<file path="src/rtl/debug_toggle_monitor.sv">
// Liveness monitor for the free-running debug toggle bit: counts transitions,
// tracks the largest inter-transition gap, flags stalls and drives a heartbeat LED.
module debug_toggle_monitor #(
   parameter int unsigned TIMEOUT_CYCLES = 4,
   parameter int unsigned CNT_WIDTH      = 32,
   parameter int unsigned DIV_LOG2       = 24
) (
   input  logic                 clk,
   input  logic                 rst,
   input  logic                 bit_in,
   input  logic                 clear,
   output logic                 alive,
   output logic                 stall_err,
   output logic                 heartbeat_led,
   output logic [CNT_WIDTH-1:0] transition_cnt,
   output logic [15:0]          stall_cnt,
   output logic [15:0]          max_gap
);

   typedef enum logic [1:0] {
      ST_INIT    = 2'd0,
      ST_ARMED   = 2'd1,
      ST_RUNNING = 2'd2,
      ST_STALLED = 2'd3
   } state_t;

   state_t               state_r;
   state_t               state_nxt_s;
   logic                 init_cnt_r;
   logic                 bit_q_r;
   logic                 bit_qq_r;
   logic [15:0]          gap_cnt_r;
   logic [DIV_LOG2-1:0]  div_cnt_r;

   logic                 trans_s;
   logic                 count_s;
   logic                 gap_upd_s;
   logic                 stall_entry_s;
   logic                 gap_run_s;
   logic [16:0]          gap_inc_s;
   logic [15:0]          gap_sat_s;

   function automatic logic [15:0] sat_inc16(input logic [15:0] v);
      return (v == 16'hFFFF) ? v : (v + 16'd1);
   endfunction

   assign trans_s   = bit_q_r ^ bit_qq_r;
   assign gap_inc_s = {1'b0, gap_cnt_r} + 17'd1;
   assign gap_sat_s = gap_inc_s[16] ? 16'hFFFF : gap_inc_s[15:0];

   // Two-stage sampling pipe of the upstream toggle bit
   always_ff @(posedge clk) begin
      if (rst) begin
         bit_q_r  <= 1'b0;
         bit_qq_r <= 1'b0;
      end else begin
         bit_q_r  <= bit_in;
         bit_qq_r <= bit_q_r;
      end
   end

   // State register; INIT blanks trans for the two cycles the pipe needs to refill
   always_ff @(posedge clk) begin
      if (rst) begin
         state_r    <= ST_INIT;
         init_cnt_r <= 1'b0;
         alive      <= 1'b0;
      end else begin
         state_r    <= state_nxt_s;
         init_cnt_r <= (state_r == ST_INIT) ? 1'b1 : 1'b0;
         alive      <= (state_nxt_s == ST_RUNNING) ? 1'b1 : 1'b0;
      end
   end

   // Next-state logic; a transition on the timeout cycle keeps the monitor running
   always_comb begin
      state_nxt_s = state_r;
      case (state_r)
         ST_INIT: begin
            if (init_cnt_r) state_nxt_s = ST_ARMED;
            else            state_nxt_s = ST_INIT;
         end
         ST_ARMED: begin
            if (trans_s) state_nxt_s = ST_RUNNING;
            else         state_nxt_s = ST_ARMED;
         end
         ST_RUNNING: begin
            if (!trans_s && (gap_inc_s == 17'(TIMEOUT_CYCLES))) state_nxt_s = ST_STALLED;
            else                                                 state_nxt_s = ST_RUNNING;
         end
         ST_STALLED: begin
            if (trans_s) state_nxt_s = ST_RUNNING;
            else         state_nxt_s = ST_STALLED;
         end
         default: state_nxt_s = ST_INIT;
      endcase
   end

   // Update strobes for the statistics registers
   always_comb begin
      count_s       = 1'b0;
      gap_upd_s     = 1'b0;
      stall_entry_s = 1'b0;
      gap_run_s     = 1'b0;
      case (state_r)
         ST_INIT: begin
            count_s = 1'b0;
         end
         ST_ARMED: begin
            count_s = trans_s;
         end
         ST_RUNNING: begin
            count_s       = trans_s;
            gap_upd_s     = trans_s;
            gap_run_s     = 1'b1;
            stall_entry_s = !trans_s && (gap_inc_s == 17'(TIMEOUT_CYCLES));
         end
         ST_STALLED: begin
            count_s   = trans_s;
            gap_upd_s = trans_s;
            gap_run_s = 1'b1;
         end
         default: begin
            count_s = 1'b0;
         end
      endcase
   end

   // Gap counter: cycles since the last counted transition, unaffected by clear
   always_ff @(posedge clk) begin
      if (rst) begin
         gap_cnt_r <= 16'd0;
      end else if (count_s) begin
         gap_cnt_r <= 16'd0;
      end else if (gap_run_s) begin
         gap_cnt_r <= sat_inc16(gap_cnt_r);
      end else begin
         gap_cnt_r <= gap_cnt_r;
      end
   end

   // Statistics and heartbeat; clear suppresses any same-cycle update
   always_ff @(posedge clk) begin
      if (rst) begin
         transition_cnt <= '0;
         stall_cnt      <= 16'd0;
         max_gap        <= 16'd0;
         stall_err      <= 1'b0;
         div_cnt_r      <= '0;
         heartbeat_led  <= 1'b0;
      end else if (clear) begin
         transition_cnt <= '0;
         stall_cnt      <= 16'd0;
         max_gap        <= 16'd0;
         stall_err      <= 1'b0;
         div_cnt_r      <= '0;
      end else begin
         if (count_s) begin
            transition_cnt <= transition_cnt + CNT_WIDTH'(1);
            div_cnt_r      <= div_cnt_r + DIV_LOG2'(1);
            if (div_cnt_r == {DIV_LOG2{1'b1}}) heartbeat_led <= ~heartbeat_led;
            else                               heartbeat_led <= heartbeat_led;
         end else begin
            transition_cnt <= transition_cnt;
            div_cnt_r      <= div_cnt_r;
         end
         if (gap_upd_s && (gap_sat_s > max_gap)) max_gap <= gap_sat_s;
         else                                    max_gap <= max_gap;
         if (stall_entry_s) begin
            stall_cnt <= sat_inc16(stall_cnt);
            stall_err <= 1'b1;
         end else begin
            stall_cnt <= stall_cnt;
            stall_err <= stall_err;
         end
      end
   end

endmodule

</file>
<file path="config.mk">
export PLATFORM = sky130hd
export DESIGN_NAME = debug_toggle_monitor
export DESIGN_NICKNAME = d
export VERILOG_FILES = /design/src/rtl/debug_toggle_monitor.sv
export SDC_FILE = /design/constraint.sdc
export NUM_CORES = 1
export LEC_CHECK = 0
export CORE_UTILIZATION = 51
export CTS_BUF_LIST = sky130_fd_sc_hd__clkbuf_16
export DETAILED_ROUTE_END_ITERATION = 8
export GPL_TIMING_DRIVEN = 0
export HOLD_SLACK_MARGIN = 0.05
export MAX_ROUTING_LAYER = met4
export PLACE_DENSITY = 0.81
export SLEW_MARGIN = 10
export SYNTH_ARGS = -nofsm -noshare
export SYNTH_HDL_FRONTEND = slang
export SYNTH_SLANG_ARGS = --single-unit
</file>
<file path="constraint.sdc">
create_clock -name clk -period 4.1 [get_ports clk]
set_input_delay 1.23 -clock clk [delete_from_list [all_inputs] [get_ports clk]]
set_output_delay 1.23 -clock clk [all_outputs]
set_load 0.02 [all_outputs]
</file>
==> results.toml <==
[power_and_ir_drop]
vdd_drop_max_mv = 0.2330
power.density_nw_per_um2 = 290.5
leakage_nw = 2.331
power_mw = 2.067

[global_route]
grt.overflow.total = 0
grt_pass1_wl_mm = 23.39
grt_pass1_vias = 4939
grt_max_degree = 22
grt_use_total_pct = 25.53
grt_antenna_before_repair = 0

[floorplan]
initial_utilization_pct = 53.46
io_pins = 71
fp-row-count = 38
core_um2 = 11030
die_width_um = 109.5
fp.dieH_um = 109.5
die_area_um2 = 12000

[sta]
relSlewSlack_pct = 39.77
timing.fmax_mhz = 255.9
worst_slack_ns = 0.1925
min_period_over_period_pct = 95.31
min_period_ns = 3.908
setup_viol = 0
hold_viol = 0
drv_slew = 0
worstMarginPinSlew_ns = 0.8936
setup_tns_ns = 0
finalClockSkew_ns = 0.009321

[drt]
drt_first_pass_iters = 5
drt-total-wl_mm = 14.18
vias = 5335
drtAntennaViolNets = 0
post_drt_wl_per_cell_um = 15.12
drc = 0
drt_iter0_markers = 372
via_per_inst = 5.688

[setup_path]
critPathArrivalTime_ns = 4.17
crit_type = "reg -> reg"
cp_max_fo = 10
r2r-start = "gap_cnt_r[1]"
path_cells = "ha_4, nand3_2, or2_2, nor3_1, mux2_2, ha_1, nand3_1, or4_1, a21o_1, a31oi_2, clkbuf_4, nand3_1, o31ai_1"
crit_start = "gap_cnt_r[1]"
cp.required_ns = 4.36
critPathMostFrequentCell = "nand3_1"
cp-end-kind = "flip-flop"
cpPeakStageDelay_ns = 0.57
start_kind = "flip-flop"
crit_path_top_delay_cell = "or4_1"

[clocking]
cts_hold_buf = 0
cts_root_buf = "clkbuf_16"
clk_path_buf_depth = 2
htreeDepth = 3
cts_made_buffers = 9
cts.sinks = 112
clk_pin_slew_ns = 0.08
worstSkewPairLatency_ns = 0.36
cts_tree = "built"

[flow_run]
drv_cap = 0

[finish]
design_area_um2 = 7117
finalNetCount = 817
flow.area_growth_from_synthesis_pct = 20.69
layout-drive-gt1-share_pct = 8.145
diodes = 0

[yosys]
async_reset_ff_share_pct = 0
ys_seq_elements = 112
ys_seq_area_share_pct = 38.02
ys_warn_count = 0
synthCells = 712
synth_edf_count = 0
postSynthAreaPerCell_um2 = 8.282
synth_area_um2 = 5897
synth_nets = 736
ys_types = 50
synth_flop_cell = "dfxtp_1"

[placed_design]
gp_congestion = 0.8936
post-place-ws_ns = -0.2503
numPortBuffers = 70
place_area_um2 = 6780
dp_hpwl_mm = 10.60

[min_path]
worstHoldPathType = "reg -> reg"
min_from = "init_cnt_r"

[outcome]
status = "finished clean"
[metal layers]
layer	up-vias	GRT usage, %	part of all wire [%]
li1	2677	-	-
met1	2501	34.12	47
met3	16	3.023	4.3
met2	141	39.80	47
met4	0	9.238	1.5
met5	-	-	0
[synth_stat cells (all sizes together) (8+ instances only)]
master  count  area share, %
or3        23            2.4
or2         8           0.85
nand4      36            3.9
mux2i      11            1.9
inv        27            1.7
a21oi      30            2.5
ha         20            4.2
buf        15            1.8
clkbuf     26            2.5
o21ai      36            3.1
nand3      41            3.5
nor4       16            2.1
nand2      68            4.3
or4         9            1.1
o31ai      18            2.3
dfxtp     112             38
xnor2      33            4.9
xor2       35            5.2
nor2       82            5.4
nor3       16            1.4
[registers in the layout, summed over array words and instances (netlist names)]
name / flops
init_cnt_r: 1
transition_cnt: 32
alive: 1
heartbeat_led: 1
div_cnt_r: 24
gap_cnt_r: 16
stall_err: 1
bit_q_r: 1
bit_qq_r: 1
max_gap: 16
stall_cnt: 16
state_r: 2
[per-stage QoR]
stage	hold WS [ns]	utilization (%)	instances
2_1_floorplan	0.4318	-	712
3_3_place_gp	0.4407	61.40	922
3_5_place_dp	0.4620	61.47	922
4_1_cts	0.4762	64.30	938
5_1_grt	0.4895	64.52	938
6_report	0.4742	64.52	938
[final cells by class]
class | count | area, µm²
buffer | 41 | 262.8
clock buffer | 9 | 225.2
clock inverter | 7 | 76.32
fill | 961 | 3914
inverter | 27 | 101.3
multi-input combinational | 532 | 3332
sequential | 112 | 2243
tap | 140 | 175.2
timing repair buffer | 70 | 700.7
[worst max-delay path: cells and delay by family (launching register included)]
kind / cells / cell delay, ns
adders and majority gates: 2 / 0.52
DFF: 1 / 0.48
buffers and inverters: 1 / 0.27
AOI/OAI and AO/OA: 3 / 0.56
and+or+nand+nor: 6 / 1.57
muxes: 1 / 0.39
[logic make-up (layout without fill, tap and decap cells)]
kind of cell	Yosys count	count (layout)	synth area share, %
mux	12	12	2.058
flops	112	112	38.02
xor+xnor	68	68	10.10
simple gates	332	332	29.24
compound gates	100	100	10.33
buf+inv	68	154	6.005
fa+ha+maj	20	20	4.244
[path summary, 6_finish.rpt]
path	to	slack, ns	cells past startpoint
max reg2reg	max_gap[10]	0.19	13
min	state_r[0]	0.47	2
max	max_gap[10]	0.19	13
min reg2reg	state_r[0]	0.47	2
[cell usage in the layout, fill, tap and decap left out, types with 2 or more instances in the layout]
cell type / count
dfxtp_1: 111
nor2_1: 80
clkdlybuf4s50_1: 70
nand2_1: 68
nand3_1: 40
o21ai_0: 36
nand4_1: 35
xor2_1: 35
xnor2_1: 33
a21oi_1: 30
inv_1: 26
or3_1: 23
ha_1: 19
o31ai_1: 18
clkbuf_1: 17
nor3_1: 16
nor4_1: 12
mux2i_1: 11
or4_1: 9
clkbuf_16: 9
or2_2: 8
buf_2: 7
and4_1: 7
nor2b_1: 7
and3_1: 6
buf_4: 5
clkbuf_8: 5
nor4_2: 4
and2_1: 4
o211ai_1: 4
buf_6: 3
nor4b_1: 3
a31oi_1: 2
nor3b_1: 2
a21o_1: 2
clkbuf_4: 2
clkinv_8: 2
inv_6: 2
clkinvlp_4: 2
[timing repair]
| action | CTS | global route |
|---|---|---|
| setup buffers | 0 | 0 |
| endpoints found under the setup margin | 15 | 16 |
| resized for setup | 5 | 10 |
[power breakdown]
group | total, mW | switching (mW) | leakage [nW] | internal (mW)
clock network | 0.872 | 0.440 | 0.140 | 0.432
registers | 1.10 | 0.00635 | 0.903 | 1.09
logic | 0.0954 | 0.0655 | 1.29 | 0.0299
Power figures use the tool's default switching activity.
